### src/rtl/victory_pkg.sv
// Shared types and constants for the tug-of-war scoreboard: FSM states,
// winner codes and active-low 7-segment digit patterns.
package victory_pkg;

   typedef enum logic [1:0] {
      PLAY = 2'd0,
      RES  = 2'd1,
      WAIT = 2'd2,
      DONE = 2'd3
   } state_t;

   localparam logic [1:0] WIN_NONE = 2'b00;
   localparam logic [1:0] WIN_R    = 2'b01;
   localparam logic [1:0] WIN_L    = 2'b10;

   localparam logic [6:0] SEG_BLANK = 7'b1111111;
   localparam logic [6:0] SEG_0     = 7'b1000000;
   localparam logic [6:0] SEG_1     = 7'b1111001;
   localparam logic [6:0] SEG_2     = 7'b0100100;
   localparam logic [6:0] SEG_3     = 7'b0110000;
   localparam logic [6:0] SEG_4     = 7'b0011001;
   localparam logic [6:0] SEG_5     = 7'b0010010;
   localparam logic [6:0] SEG_6     = 7'b0000010;
   localparam logic [6:0] SEG_7     = 7'b1111000;
   localparam logic [6:0] SEG_8     = 7'b0000000;
   localparam logic [6:0] SEG_9     = 7'b0010000;

endpackage

### src/rtl/seg7_digit.sv
// Decimal digit to active-low 7-segment decoder; values above 9 blank the digit.
module seg7_digit
   import victory_pkg::*;
(
   input  logic [3:0] value,
   output logic [6:0] seg
);

   always_comb begin
      seg = SEG_BLANK;
      case (value)
         4'd0: seg = SEG_0;
         4'd1: seg = SEG_1;
         4'd2: seg = SEG_2;
         4'd3: seg = SEG_3;
         4'd4: seg = SEG_4;
         4'd5: seg = SEG_5;
         4'd6: seg = SEG_6;
         4'd7: seg = SEG_7;
         4'd8: seg = SEG_8;
         4'd9: seg = SEG_9;
         default: seg = SEG_BLANK;
      endcase
   end

endmodule

### src/rtl/victory_scoreboard.sv
// Round/match scoreboard for the two-player tug-of-war: credits points,
// stretches the round-restart pulse, gates on full release and latches the winner.
//
// state | meaning
// PLAY  | armed; a lone press at the lit end LED scores a point
// RES   | res high, counting down the restart pulse; inputs ignored
// WAIT  | res low; holds until LEDs and keys are all released
// DONE  | match over; scores frozen until reset
module victory_scoreboard
   import victory_pkg::*;
#(
   parameter int SCORE_W    = 4,
   parameter int WIN_SCORE  = 7,
   parameter int RES_CYCLES = 4
) (
   input  logic       clk,
   input  logic       reset,
   input  logic       LED9,
   input  logic       LED1,
   input  logic       L,
   input  logic       R,
   output logic [6:0] HEX0,
   output logic [6:0] HEX5,
   output logic       res,
   output logic       game_over,
   output logic [1:0] winner
);

   localparam int CNT_W = (RES_CYCLES > 1) ? $clog2(RES_CYCLES) : 1;
   localparam logic [CNT_W-1:0]   CNT_LOAD = CNT_W'(RES_CYCLES - 1);
   localparam logic [SCORE_W-1:0] WIN_VAL  = SCORE_W'(WIN_SCORE);

   generate
      if (WIN_SCORE > 9 || WIN_SCORE < 1) begin : g_bad_win
         $fatal(1, "victory_scoreboard: WIN_SCORE must be 1..9");
      end
      if ((2 ** SCORE_W) <= WIN_SCORE) begin : g_bad_width
         $fatal(1, "victory_scoreboard: SCORE_W too narrow for WIN_SCORE");
      end
      if (RES_CYCLES < 1) begin : g_bad_res
         $fatal(1, "victory_scoreboard: RES_CYCLES must be >= 1");
      end
   endgenerate

   state_t             state;
   logic [SCORE_W-1:0] score_r;
   logic [SCORE_W-1:0] score_l;
   logic [CNT_W-1:0]   cnt;
   logic               pt_r;
   logic               pt_l;
   logic               any_active;

   assign pt_r       = LED1 & R & ~L;
   assign pt_l       = LED9 & L & ~R;
   assign any_active = LED9 | LED1 | L | R;

   always_ff @(posedge clk) begin
      if (!reset) begin
         state     <= PLAY;
         score_r   <= '0;
         score_l   <= '0;
         cnt       <= '0;
         res       <= 1'b0;
         game_over <= 1'b0;
         winner    <= WIN_NONE;
      end else begin
         case (state)
            PLAY: begin
               if (pt_r) begin
                  score_r <= score_r + SCORE_W'(1);
                  res     <= 1'b1;
                  cnt     <= CNT_LOAD;
                  state   <= RES;
               end else if (pt_l) begin
                  score_l <= score_l + SCORE_W'(1);
                  res     <= 1'b1;
                  cnt     <= CNT_LOAD;
                  state   <= RES;
               end
            end
            RES: begin
               if (cnt != '0) begin
                  cnt <= cnt - CNT_W'(1);
               end else begin
                  // Scores were already bumped on entry, so the win check sees the new value.
                  res <= 1'b0;
                  if (score_r == WIN_VAL) begin
                     state     <= DONE;
                     game_over <= 1'b1;
                     winner    <= WIN_R;
                  end else if (score_l == WIN_VAL) begin
                     state     <= DONE;
                     game_over <= 1'b1;
                     winner    <= WIN_L;
                  end else begin
                     state <= WAIT;
                  end
               end
            end
            WAIT: begin
               if (!any_active) state <= PLAY;
            end
            DONE: ;
            default: state <= PLAY;
         endcase
      end
   end

   logic [3:0] digit_r;
   logic [3:0] digit_l;

   assign digit_r = (32'(score_r) > 9) ? 4'hF : 4'(score_r);
   assign digit_l = (32'(score_l) > 9) ? 4'hF : 4'(score_l);

   seg7_digit u_hex_r (.value(digit_r), .seg(HEX0));
   seg7_digit u_hex_l (.value(digit_l), .seg(HEX5));

endmodule

### config.mk
export PLATFORM = sky130hd
export DESIGN_NAME = victory_scoreboard
export DESIGN_NICKNAME = d
export VERILOG_FILES = /design/src/rtl/victory_pkg.sv /design/src/rtl/seg7_digit.sv /design/src/rtl/victory_scoreboard.sv
export SDC_FILE = /design/constraint.sdc
export NUM_CORES = 1
export LEC_CHECK = 0
export BUFFER_PORTS_ARGS = -buffer_cell sky130_fd_sc_hd__buf_2
export CAP_MARGIN = 25
export CORE_AREA = 2 2 56 58
export DETAILED_ROUTE_END_ITERATION = 10
export DIE_AREA = 0 0 58 60
export GPL_TIMING_DRIVEN = 0
export PLACE_DENSITY = 0.64
export SLEW_MARGIN = 5
export SYNTH_ARGS = -nofsm -noshare
export SYNTH_HDL_FRONTEND = slang
export SYNTH_SLANG_ARGS = --single-unit
### constraint.sdc
create_clock -name clk -period 5.1 [get_ports clk]
set_input_delay 0.51 -clock clk [delete_from_list [all_inputs] [get_ports clk]]
set_output_delay 0.51 -clock clk [all_outputs]
set_load 0.02 [all_outputs]
==> results.yml, run 1 <==
worst_setup_path:
  critical_path_depth: 11
  critical_path.endpoint_type: "output pin"
  reg2reg_slack_ns: 3.61
  critical-path-slowest-cell: "sky130_fd_sc_hd__dfxtp_1"
  crit_path_cells: "inv_1 > ha_1 > o21bai_1 > nand2_1 > nand2_1 > inv_1 > ha_1 > or2_2 > a21oi_1 > nor2_1 > buf_2"
  worstPathMaxFanout: 6
  worst_r2r_startpoint: "score_r[0]"
  cp.arrival_ns: 2.37
  rr_endpoint: "winner[0]"
  crit_path_max_incr_delay_ns: 0.43
  rr_worst_depth: 5
  timing_worst_setup_path_type: "register to output pin"
  largest_delay_contributor_family_on_the_critical_path: "simple AND/OR/NAND/NOR gates"
  crit_required_ns: 4.59
  worst-path-buf-inv: 3
  sort_of_element_at_the_start_of_the_critical_path: "register"
grt:
  global_route.usage.total_pct: 15.8
  grt_pass1_vias: 1053
  global_route.overflow_total: 0
  pin_count_of_the_biggest_net_entering_global_routing: 11
  grt_antenna_before_repair: 0
  grt_pass1_wl_um: 4390
worst_hold_path:
  holdCritPathClass: "primary input to register"
  min_delay_worst_endpoint: "winner[0]"
  hold-path-cell-count: 2
  holdCritStartpoint: "reset"
timing:
  period_share_pct: 56.4
  fin_crit_ns: 2.88
  finalMaxSlewViolations: 0
  setup_repair_after_global_routing_missed_its_margin: "false"
  finalHoldViolations: 0
  transition_time_of_the_tightest_slew_check_pin_ns: 0.486
  report.final.setup_viol: 0
  relSlewSlack_pct: 67.6
  finalClockSkew_ns: 0.00249
  max_clock_freq_mhz: 348
  setup_total_negative_slack_ns: 0
pwr:
  power-per-cell-area_nw_per_um2: 262
  leakagePower_nw: 0.650
  vdd_drop_max_mv: 0.218
clocking:
  clock-root-buffer: "sky130_fd_sc_hd__clkbuf_4"
  cts_htree_levels: 1
  insertion_delay_ns: 0.28
  cts.sink_count: 16
  post-cts-setup-buffers: 0
  postCtsHoldBufs: 0
  cts-buffers-inserted: 3
  cts_tree: "built"
  max-clock-path-buffers: 2
  clock_pin_slew_on_the_worst_setup_and_hold_paths_ns: 0.09
  ctsResizeCount: 0
layout:
  fillCellCount: 287
  layout.nets: 201
  final_layout_size_suffix_gt1_share_pct: 18.2
  area_growth_syn_to_layout_pct: 16.8
  antenna-diode-count: 0
  final_util_pct: 46.2
detailed_routing:
  dr.first_iter.drc_count: 45
  detailroute.via_count: 1122
  drc_errors: 0
  vias_per_cell: 5.24
  wl_per_cell_um: 11.5
  ant_nets: 0
  drt_first_pass_iters: 4
  wire_length_reported_by_the_detailed_router_um: 2450
place:
  place_congestion: 0.836
  port_buffers: 23
  place.detailed.hpwl_um: 1910
run:
  maxCapViolations: 0
floorplanning:
  die_h_um: 60
  ios: 24
  core.rowCount: 20
  core_region_area_um2: 2900
  die_footprint_um2: 3480
  effective_utilization_at_floorplan_pct: 39.5
  die_x_um: 58
synth:
  synth_top_area_share_pct: 27.9
  synth_top_cells_by_area: "sky130_fd_sc_hd__dfxtp_1, sky130_fd_sc_hd__ha_1, sky130_fd_sc_hd__o21ai_0, sky130_fd_sc_hd__a21oi_1, sky130_fd_sc_hd__nor2_1"
  synth_most_common_cell: "sky130_fd_sc_hd__nor2_1"
  synth_cell_type_count: 31
  seq_area_frac_synth_pct: 27.9
  synth-seq-cells: 16
  syn_nets: 173
  yosysTopAreaCell: "sky130_fd_sc_hd__dfxtp_1"
  async_reset_ff_share_pct: 0
  ys.flop_type: "sky130_fd_sc_hd__dfxtp_1"
  synth_area_um2: 1150
  average_instance_area_after_synthesis_um2: 7.45
  synth_edf_count: 0
  yosys-top-cells-count: "sky130_fd_sc_hd__nor2_1, sky130_fd_sc_hd__dfxtp_1, sky130_fd_sc_hd__inv_1"
  ys.warnings.count: 0
  syn-instance-count: 154
status:
  result_of_the_run: "complete, no violations"
## cells by family (layout without fill, tap and decap cells)
| family | after synthesis | in the layout | share of synthesized area [%] |
|---|---|---|---|
| AOI/OAI and AO/OA | 42 | 42 | 22.8 |
| adders and majority gates | 13 | 13 | 14.2 |
| and+or+nand+nor | 56 | 56 | 23.3 |
| xor gates and xnor gates | 6 | 6 | 4.58 |
| DFF | 16 | 16 | 27.9 |
| buffers and inverters | 21 | 48 | 7.20 |
## worst reg2reg max path, stage by stage (launching register included)
cell and delay (ns):
sky130_fd_sc_hd__dfxtp_1 0.48, sky130_fd_sc_hd__ha_1 0.21, sky130_fd_sc_hd__nand3b_1 0.16, sky130_fd_sc_hd__a21oi_1 0.26, sky130_fd_sc_hd__o22ai_1 0.11, sky130_fd_sc_hd__and2_1 0.16
## worst max-delay path by stage
stage	from	to	slack, ns
after detailed placement	score_l[2]	HEX5[3]	2.53
after global placement	score_l[1]	HEX5[3]	2.59
after CTS	score_l[2]	HEX5[3]	2.21
after floorplan	score_l[0]	HEX5[3]	2.85
final	score_l[1]	HEX5[3]	2.22
after global routing	score_l[1]	HEX5[0]	2.00
## final cells by class
class / count / area (um^2) / share of cell area, %
multi-input combinational: 117 / 744 / 55.6
sequential: 16 / 320 / 23.9
timing repair buffer: 23 / 115 / 8.59
inverter: 16 / 60.1 / 4.48
tap: 33 / 41.3 / 3.08
clock buffer: 4 / 36.3 / 2.71
buffer: 5 / 22.5 / 1.68
## placed cells by master, fill, tap and decap left out, types with 3 or more instances in the layout
cell type and count:
sky130_fd_sc_hd__nand3b_1 3, sky130_fd_sc_hd__o21ai_0 15, sky130_fd_sc_hd__a21oi_1 13, sky130_fd_sc_hd__nand2_1 15, sky130_fd_sc_hd__dfxtp_1 16, sky130_fd_sc_hd__inv_1 16, sky130_fd_sc_hd__buf_2 26, sky130_fd_sc_hd__nor2_1 17
sky130_fd_sc_hd__clkbuf_4 3, sky130_fd_sc_hd__nand3_1 6, sky130_fd_sc_hd__xor2_1 4, sky130_fd_sc_hd__ha_1 13, sky130_fd_sc_hd__nand2b_1 3, sky130_fd_sc_hd__o21a_1 3, sky130_fd_sc_hd__nor3_1 4
## stage by stage
stage	std cells	hold WS, ns	total power [mW]	cell area [um^2]	setup slack, ns
final	214	0.476	0.351	1340	2.22
after global routing	214	0.489	0.376	1340	2.00
after CTS	214	0.473	0.352	1340	2.21
after detailed placement	210	0.458	0.270	1300	2.53
after global placement	210	0.449	0.265	1300	2.59
after floorplan	154	0.441	0.241	1150	2.85
## where the power goes
| group | internal (mW) | total, mW | switching [mW] |
|---|---|---|---|
| combinational | 0.0458 | 0.114 | 0.0682 |
| clock | 0.0434 | 0.0839 | 0.0405 |
| sequential | 0.140 | 0.153 | 0.0136 |
| total | 0.229 | 0.351 | 0.122 |
## sequential cells by signal, indices dropped and copies added (netlist names)
register / flops
score_l: 4
score_r: 4
state: 2
winner: 2
res: 1
game_over: 1
cnt: 2
## layer usage
| metal | track usage [%] | share of wire [%] | vias up |
|---|---|---|---|
| li1 | - | - | 578 |
| met1 | 19.2 | 45 | 512 |
| met2 | 28.9 | 49 | 30 |
| met3 | 2.81 | 4.8 | 2 |
| met4 | 3.99 | 0.53 | 0 |
| met5 | 0 | 0 | - |
Power figures use the tool's default switching activity.
==> inputs of run 2 (changes only) <==
clock period = 2.7 ns   (was 5.1 ns; I/O delays follow)
==> results.yml, run 2 (synthesized netlist as in run 1, its figures left out) <==
status:
  result_of_the_run: "complete, no violations"
worst_setup_path:
  critical-path-slowest-cell: "sky130_fd_sc_hd__dfxtp_4"
  rr_worst_depth: 5
  reg2reg_slack_ns: 1.21
  crit_required_ns: 2.43
  crit_path_cells: "inv_1 > ha_1 > o21bai_2 > nand2_1 > nand2_1 > inv_1 > ha_1 > or2_2 > a21oi_1 > nor2_1 > buf_2"
  worstPathMaxFanout: 6
  crit_path_max_incr_delay_ns: 0.38
  cp.arrival_ns: 2.27
  critical_path.endpoint_type: "output pin"
  rr_endpoint: "winner[0]"
  worst_r2r_startpoint: "score_r[0]"
  timing_worst_setup_path_type: "register to output pin"
  sort_of_element_at_the_start_of_the_critical_path: "register"
clocking:
  max-clock-path-buffers: 2
  ctsResizeCount: 0
  cts.sink_count: 16
  cts_htree_levels: 1
  cts_tree: "built"
  clock-root-buffer: "sky130_fd_sc_hd__clkbuf_4"
  postCtsHoldBufs: 0
  clock_pin_slew_on_the_worst_setup_and_hold_paths_ns: 0.09
  post-cts-setup-buffers: 0
  cts-buffers-inserted: 3
  insertion_delay_ns: 0.28
timing:
  fin_crit_ns: 2.54
  final.hold.worst_slack_ns: 0.235
  finalMaxSlewViolations: 0
  relSlewSlack_pct: 68.0
  finalClockSkew_ns: 0.00109
  setup_total_negative_slack_ns: 0
  report.final.setup_viol: 0
  period_share_pct: 94.2
  max_clock_freq_mhz: 393
  transition_time_of_the_tightest_slew_check_pin_ns: 0.480
  setup_repair_after_global_routing_missed_its_margin: "true"
  finalHoldViolations: 0
detailed_routing:
  wire_length_reported_by_the_detailed_router_um: 2460
  dr.first_iter.drc_count: 35
  vias_per_cell: 5.25
  drc_errors: 0
  wl_per_cell_um: 11.5
  ant_nets: 0
  drt_first_pass_iters: 5
  detailroute.via_count: 1123
worst_hold_path:
  hold-path-cell-count: 2
  holdCritPathClass: "primary input to register"
  holdCritStartpoint: "reset"
  min_delay_worst_endpoint: "winner[0]"
grt:
  grt_pass1_vias: 1053
  global_route.usage.met3_pct: 2.81
  busiest_layer: "met2"
  globalRouteMet1Util_pct: 19.2
  global_route.usage.total_pct: 15.8
  pin_count_of_the_biggest_net_entering_global_routing: 11
  global_route.overflow_total: 0
  global_route.usage.met2_pct: 28.9
  grt_pass1_wl_um: 4390
  grt_antenna_before_repair: 0
layout:
  design_area_um2: 1360
  layout.nets: 201
  most-common-layout-cells: "sky130_fd_sc_hd__buf_2, sky130_fd_sc_hd__nor2_1, sky130_fd_sc_hd__inv_1"
  final_common_cell: "sky130_fd_sc_hd__buf_2"
  area_growth_syn_to_layout_pct: 18.3
  antenna-diode-count: 0
  final_layout_size_suffix_gt1_share_pct: 20.4
  final_util_pct: 46.8
  fillCellCount: 290
  largestRegisters: "score_l x4, score_r x4"
place:
  port_buffers: 23
  place.detailed.hpwl_um: 1910
  placed_cell_area_um2: 1300
  place_congestion: 0.836
pwr:
  vdd_drop_max_mv: 0.409
  leakagePower_nw: 0.656
  power-per-cell-area_nw_per_um2: 490
floorplanning:
  die_h_um: 60
  ios: 24
  core.rowCount: 20
  effective_utilization_at_floorplan_pct: 39.5
  die_footprint_um2: 3480
  die_x_um: 58
  core_region_area_um2: 2900
run:
  maxCapViolations: 0
==> run 2: changes by cell type in the layout (fill, tap and decap cells not counted), sizes merged <==
| cell | delta |
|---|---|
| buf | -1 |
| clkbuf | +1 |
==> run 2: power by group <==
group	switching, mW	internal, mW	leakage, nW
logic	0.130	0.0881	0.504
clock network	0.0764	0.0820	0.0210
registers	0.0258	0.263	0.132
==> run 2: final cells by class <==
cell class	count	area [um^2]	share of cell area, %
timing repair buffer	23	115	8.48
sequential	16	328	24.1
tap	33	41.3	3.04
buffer	5	25.0	1.84
inverter	16	60.1	4.42
clock buffer	4	36.3	2.67
multi-input combinational	117	752	55.4
==> run 2: routing by layer <==
metal / wire length [um] / up-vias
met5: 0 / -
met4: 13 / 0
met3: 116 / 2
met2: 1200 / 29
met1: 1120 / 514
li1: - / 578
==> run 2: worst max-delay path: cells and delay by family (launching register included) <==
kind | cells | cell delay [ns]
buf+inv | 3 | 0.35
flops | 1 | 0.38
simple gates | 4 | 0.54
compound gates | 2 | 0.37
fa+ha+maj | 2 | 0.37
==> run 2: worst max path at each step <==
stage | from | to | slack (ns)
after global routing | score_l[1] | HEX5[0] | -0.01
after floorplan | score_l[0] | HEX5[3] | 0.69
after global placement | score_l[1] | HEX5[3] | 0.43
after detailed placement | score_l[2] | HEX5[3] | 0.37
final | score_l[1] | HEX5[3] | 0.16
after CTS | score_l[2] | HEX5[3] | 0.05
==> run 2: per-stage QoR <==
step	worst slack (ns)	std cells	power, mW
3_3_place_gp	0.433	210	0.501
6_report	0.156	214	0.665
3_5_place_dp	0.370	210	0.510
5_1_grt	-0.0134	214	0.713
4_1_cts	0.0451	214	0.666
2_1_floorplan	0.686	154	0.454
